[src/rtl/life_step_scheduler.sv]
// Sequences one generation of a 1-D Wolfram automaton over a line memory, alternating write
// and read slots and yielding the memory port to the display whenever displayActive is high.
module life_step_scheduler #(
    parameter int CELLS = 640,
    parameter int AW    = 10
) (
    input  logic          clk,
    input  logic          rst,
    input  logic          displayActive,
    input  logic          frameStart,
    input  logic          stepRequest,
    input  logic [7:0]    rule,
    input  logic [2:0]    aliveColor,
    output logic [AW-1:0] memAddr,
    output logic          memWe,
    output logic [3:0]    memWdata,
    input  logic [3:0]    memRdata,
    output logic          busy,
    output logic          stepDone,
    output logic [15:0]   generation
);

    typedef enum logic [2:0] {
        IDLE  = 3'd0,
        ARM   = 3'd1,
        PRIME = 3'd2,
        RUN   = 3'd3,
        DONE  = 3'd4
    } state_t;

    localparam logic [AW-1:0] LAST_CELL = AW'(CELLS - 1);
    localparam logic [AW-1:0] PENULT    = AW'(CELLS - 2);
    localparam logic          PH_W      = 1'b0;
    localparam logic          PH_R      = 1'b1;

    state_t        r_state;
    logic          r_pending;
    logic          r_busy;
    logic          r_step_done;
    logic [15:0]   r_gen;
    logic [7:0]    r_rule;
    logic          r_left;
    logic          r_center;
    logic          r_right;
    logic          r_cell0;
    logic [AW-1:0] r_i;
    logic          r_phase;
    logic [1:0]    r_prime_cnt;
    logic [AW-1:0] r_addr;
    logic          r_we;
    logic [3:0]    r_wdata;

    logic          w_rd_alive;
    logic          w_pend_req;
    logic          w_shift_in;

    function automatic logic is_alive(input logic [3:0] v);
        return (v & 4'b0111) != 4'b0000;
    endfunction

    function automatic logic [3:0] cell_next(input logic [7:0] r, input logic l, input logic c,
                                             input logic rt, input logic [2:0] col);
        return r[{l, c, rt}] ? {1'b0, col} : 4'b0000;
    endfunction

    assign w_rd_alive = is_alive(memRdata);
    assign w_pend_req = r_pending | stepRequest;
    // The neighbour past the last cell is cell 0 as it was before this pass overwrote it.
    assign w_shift_in = (r_i == PENULT) ? r_cell0 : w_rd_alive;

    // The write strobe is cut combinationally so the display never sees our write, even in
    // the cycle where it takes the port back.
    assign memWe      = r_we & ~displayActive;
    assign memAddr    = r_addr;
    assign memWdata   = r_wdata;
    assign busy       = r_busy;
    assign stepDone   = r_step_done;
    assign generation = r_gen;

    // Pass sequencer: request/arm handshake, prime reads, write/read slots, completion.
    always_ff @(negedge clk or posedge rst) begin
        if (rst) begin
            r_state     <= IDLE;
            r_pending   <= 1'b0;
            r_busy      <= 1'b0;
            r_step_done <= 1'b0;
            r_gen       <= 16'd0;
            r_rule      <= 8'd0;
            r_left      <= 1'b0;
            r_center    <= 1'b0;
            r_right     <= 1'b0;
            r_cell0     <= 1'b0;
            r_i         <= '0;
            r_phase     <= PH_W;
            r_prime_cnt <= 2'd0;
            r_addr      <= '0;
            r_we        <= 1'b0;
            r_wdata     <= 4'b0000;
        end else begin
            r_step_done <= 1'b0;
            case (r_state)
                IDLE: begin
                    r_pending <= w_pend_req;
                    if (w_pend_req) begin
                        r_state <= ARM;
                    end
                end
                ARM: begin
                    if (frameStart && !displayActive) begin
                        r_rule      <= rule;
                        r_pending   <= stepRequest;
                        r_busy      <= 1'b1;
                        r_prime_cnt <= 2'd0;
                        r_addr      <= LAST_CELL;
                        r_we        <= 1'b0;
                        r_wdata     <= 4'b0000;
                        r_state     <= PRIME;
                    end else begin
                        r_pending <= 1'b1;
                    end
                end
                PRIME: begin
                    r_pending <= w_pend_req;
                    // A stalled cycle captures nothing; the held address re-issues the read.
                    if (!displayActive) begin
                        case (r_prime_cnt)
                            2'd0: begin
                                r_left      <= w_rd_alive;
                                r_addr      <= '0;
                                r_prime_cnt <= 2'd1;
                            end
                            2'd1: begin
                                r_center    <= w_rd_alive;
                                r_cell0     <= w_rd_alive;
                                r_addr      <= AW'(1);
                                r_prime_cnt <= 2'd2;
                            end
                            default: begin
                                r_right     <= w_rd_alive;
                                r_i         <= '0;
                                r_phase     <= PH_W;
                                r_addr      <= '0;
                                r_we        <= 1'b1;
                                r_wdata     <= cell_next(r_rule, r_left, r_center, w_rd_alive,
                                                         aliveColor);
                                r_prime_cnt <= 2'd0;
                                r_state     <= RUN;
                            end
                        endcase
                    end
                end
                RUN: begin
                    r_pending <= w_pend_req;
                    if (!displayActive) begin
                        if (r_phase == PH_W) begin
                            r_we    <= 1'b0;
                            r_wdata <= 4'b0000;
                            if (r_i == LAST_CELL) begin
                                r_addr      <= '0;
                                r_busy      <= 1'b0;
                                r_step_done <= 1'b1;
                                r_gen       <= r_gen + 16'd1;
                                r_state     <= DONE;
                            end else begin
                                r_phase <= PH_R;
                                r_addr  <= (r_i == PENULT) ? '0 : r_i + AW'(2);
                            end
                        end else begin
                            r_left   <= r_center;
                            r_center <= r_right;
                            r_right  <= w_shift_in;
                            r_i      <= r_i + AW'(1);
                            r_phase  <= PH_W;
                            r_addr   <= r_i + AW'(1);
                            r_we     <= 1'b1;
                            r_wdata  <= cell_next(r_rule, r_center, r_right, w_shift_in,
                                                  aliveColor);
                        end
                    end
                end
                DONE: begin
                    r_pending <= w_pend_req;
                    r_state   <= w_pend_req ? ARM : IDLE;
                end
                default: begin
                    r_state <= IDLE;
                    r_busy  <= 1'b0;
                    r_addr  <= '0;
                    r_we    <= 1'b0;
                    r_wdata <= 4'b0000;
                end
            endcase
        end
    end

endmodule

[config.mk]
export PLATFORM = sky130hd
export DESIGN_NAME = life_step_scheduler
export DESIGN_NICKNAME = d
export VERILOG_FILES = /design/src/rtl/life_step_scheduler.sv
export SDC_FILE = /design/constraint.sdc
export NUM_CORES = 1
export LEC_CHECK = 0
export CAP_MARGIN = 40
export CORE_ASPECT_RATIO = 1.25
export CORE_MARGIN = 4
export CORE_UTILIZATION = 25
export CTS_BUF_LIST = sky130_fd_sc_hd__clkbuf_4
export DETAILED_ROUTE_END_ITERATION = 12
export PLACE_DENSITY_LB_ADDON = 0.15
export SYNTH_ARGS = -nofsm -noshare
export SYNTH_HDL_FRONTEND = slang
export SYNTH_SLANG_ARGS = --single-unit
[constraint.sdc]
create_clock -name clk -period 5.4 [get_ports clk]
set_input_delay 1.08 -clock clk [delete_from_list [all_inputs] [get_ports clk]]
set_output_delay 1.08 -clock clk [all_outputs]
set_load 0.03 [all_outputs]
==> results.json <==
{
  "outcome": "finished, final reports clean",
  "synth_area_um2": 3570,
  "layout-drive-gt1-share_pct": 16.2,
  "grt_pass1_wl_mm": 16.8,
  "min_path_cells": 1,
  "rows": 48,
  "layout_setup_ws_ps": 37.2,
  "design_area_um2": 4580,
  "grt_antenna_before_repair": 0,
  "r2r_slack_ps": 2560,
  "syn_to_final_growth_pct": 28.2,
  "die_width_um": 115,
  "synth_async_sr_flop_share_pct": 100,
  "htreeDepth": 3,
  "syn_inst": 380,
  "path_max_fanout": 3,
  "final-max-slew-violation-count": 0,
  "r2r-end": "memAddr[5]$_DFFE_NP0P_",
  "worst_slew_pin_slew_ps": 804,
  "via_count": 3137,
  "skew_ps": 11.5,
  "place_congestion": 0.848,
  "n_antenna_cell": 0,
  "min_from": "generation[15]$_DFFE_NP0P_",
  "route.detailed.drc": 0,
  "synth_edf_count": 0,
  "cts_hold_buf": 0,
  "io_pins": 53,
  "cts_root_buf": "clkbuf_4",
  "synth_top_cell_area_share_pct": 42.7,
  "path_clk_slew_ps": 80,
  "grt_max_degree": 33,
  "yosysUniqueCellTypes": 69,
  "routed_wl_mm": 10.2,
  "hp-class": "flop to flop",
  "synth_top_area_cell": "dfrtn_1",
  "start_util_pct": 25.6,
  "ys_ff_latch": 61,
  "cts_buffers": 9,
  "clock_path_buffers": 2,
  "path_class": "input port to flop",
  "startpoint_type": "input port",
  "drt_iter0_drc": 128,
  "cp_data_arrival_time_ps": 2900,
  "grt_pass1_vias": 3165,
  "clk_latency_ps": 400,
  "grt_usage_pct": 13.1,
  "reg2reg_depth": 5,
  "fill_cells": 1509,
  "die_area_um2": 16300,
  "hold_viol_final": 0,
  "wl_per_cell_um": 16.3,
  "hold_path_end": "generation[15]$_DFFE_NP0P_",
  "dr.pass1.iters": 4,
  "setup_viol": 0,
  "placed_area_um2": 4390,
  "finalPower_mw": 1.96,
  "yosysMostFrequentCell": "dfrtn_1",
  "syn-num-nets": 404,
  "synth_area_leaders": "dfrtn_1 (43%), o21ai_0 (4.1%), nand2_1 (3.9%), mux2_2 (3.2%), xnor2_1 (2.7%)",
  "drtAntennaViolNets": 0,
  "avgSynthCellArea_um2": 9.40,
  "place_worst_setup_slack_ps": -417,
  "cp-end-kind": "flop",
  "yosys_warnings": 0,
  "leakage_nw": 2.05,
  "core_um2": 13900,
  "vias_per_cell": 5.02,
  "io_buffers": 50,
  "regToRegStartpoint": "r_state[0]$_DFFE_NP0P_",
  "relSlewSlack_pct": 46.4,
  "yosys-top-cells-count": "dfrtn_1 (61), nand2_1 (37), o21ai_0 (29), nor2_1 (22), a21oi_1 (19)",
  "grt_overflow": 0,
  "cts_tree": "built",
  "dp_hpwl_mm": 7.51,
  "clock_sinks": 61,
  "postCtsSetupRepairBufs": 0,
  "worst_ep_required_time_ps": 2930,
  "nets": 469,
  "maxCapViolations": 0,
  "power.density_nw_per_um2": 428,
  "ys_seq_area_share_pct": 42.7,
  "die_h_um": 142,
  "vdd_drop_max_uv": 143,
  "synthFlopType": "dfrtn_1"
}
==> worst max-delay path by stage <==
| stage | start | to | slack (ps) |
|---|---|---|---|
| floorplan | memRdata[1] | memWdata[0]$_DFFE_NP0P_ | 130 |
| global placement | memRdata[1] | memWdata[2]$_DFFE_NP0P_ | -410 |
| detailed placement | memRdata[1] | memWdata[2]$_DFFE_NP0P_ | -420 |
| CTS | generation[11]$_DFFE_NP0P_ | generation[11] | 3 |
| global route | displayActive | memWdata[1]$_DFFE_NP0P_ | -6 |
| finish | memRdata[1] | memWdata[0]$_DFFE_NP0P_ | 40 |
==> report_power, final <==
| group | leakage, nW | switching, mW | internal [mW] | total, mW |
|---|---|---|---|---|
| Combinational | 1.18 | 0.462 | 0.367 | 0.830 |
| Clock | 0.0833 | 0.189 | 0.185 | 0.374 |
| Sequential | 0.786 | 0.172 | 0.585 | 0.756 |
| Total | 2.05 | 0.823 | 1.14 | 1.96 |
==> state kept, by name, summed over array words and instances (netlist names) <==
signal	count
generation	16
memAddr	10
r_i	10
r_rule	8
memWdata	3
r_state	3
r_prime_cnt	2
busy	1
r_cell0	1
r_center	1
r_left	1
r_pending	1
r_phase	1
r_right	1
r_we	1
stepDone	1
==> critical path, cell delays in order <==
cell	delay, ps
clkdlybuf4s50_1	410
or3_4	400
mux4_2	470
and3_4	180
o31ai_1	230
o211ai_1	120
==> cell type report <==
cell class	count	area, um2	area share [%]
Multi-Input combinational cell	281	1880	41.0
Clock inverter	7	90.1	1.97
Tap cell	175	219	4.78
Timing Repair Buffer	81	759	16.6
Sequential cell	61	1530	33.3
Clock buffer	9	67.6	1.48
Inverter	11	41.3	0.902
==> cells by family (layout without fill, tap and decap cells) <==
| kind of cell | count (synthesis) | after routing | share of synthesized area (%) |
|---|---|---|---|
| simple gates | 137 | 137 | 20.4 |
| flops | 61 | 61 | 42.7 |
| fa+ha+maj | 4 | 4 | 1.40 |
| buf+inv | 38 | 108 | 5.25 |
| compound gates | 102 | 102 | 19.4 |
| mux | 18 | 18 | 6.13 |
| other cells | 1 | 1 | 0.105 |
| xor+xnor | 19 | 19 | 4.66 |
==> layout by cell type, fill, tap and decap left out, types with 3 or more instances in the layout <==
cell type	instances
a21oi_1	19
clkbuf_4	9
xor2_1	8
inv_1	10
o211ai_1	6
nor3_1	15
nor2_1	22
dlymetal6s2s_1	8
o21ai_0	29
clkdlybuf4s50_1	37
dfrtn_1	61
and3_1	8
ha_1	4
and2_1	4
nand3b_1	3
xnor2_1	11
nand2_1	37
nand3_1	14
nand4_1	10
dlygate4sd2_1	5
o31ai_1	4
buf_4	30
o41ai_1	4
mux2i_1	5
mux2_2	10
a31oi_1	4
o22a_1	5
nor4_1	3
==> through the flow <==
stage,instances,hold WS [ps],setup TNS (ps),utilization (%)
after CTS,625,437,0,32.6
after global routing,625,455,-6.34,32.9
final,625,429,0,32.9
after floorplan,380,413,0,-
after detailed placement,609,435,-5630,31.5
after global placement,609,426,-5660,31.5
==> per-layer routing <==
metal	track usage [%]	part of all wire (%)	vias up
met1	15.9	43	1557
met3	2.69	2.8	15
met2	22.3	52	38
li1	-	-	1527
met4	5.62	2.1	0
met5	0	0	-
==> timing repair <==
item | CTS | global route
resized for setup | 5 | 11
pin swaps | 0 | 3
cloned | 0 | 0
setup endpoints to repair | 5 | 8
No activity file was read; power rests on OpenSTA's default activity.
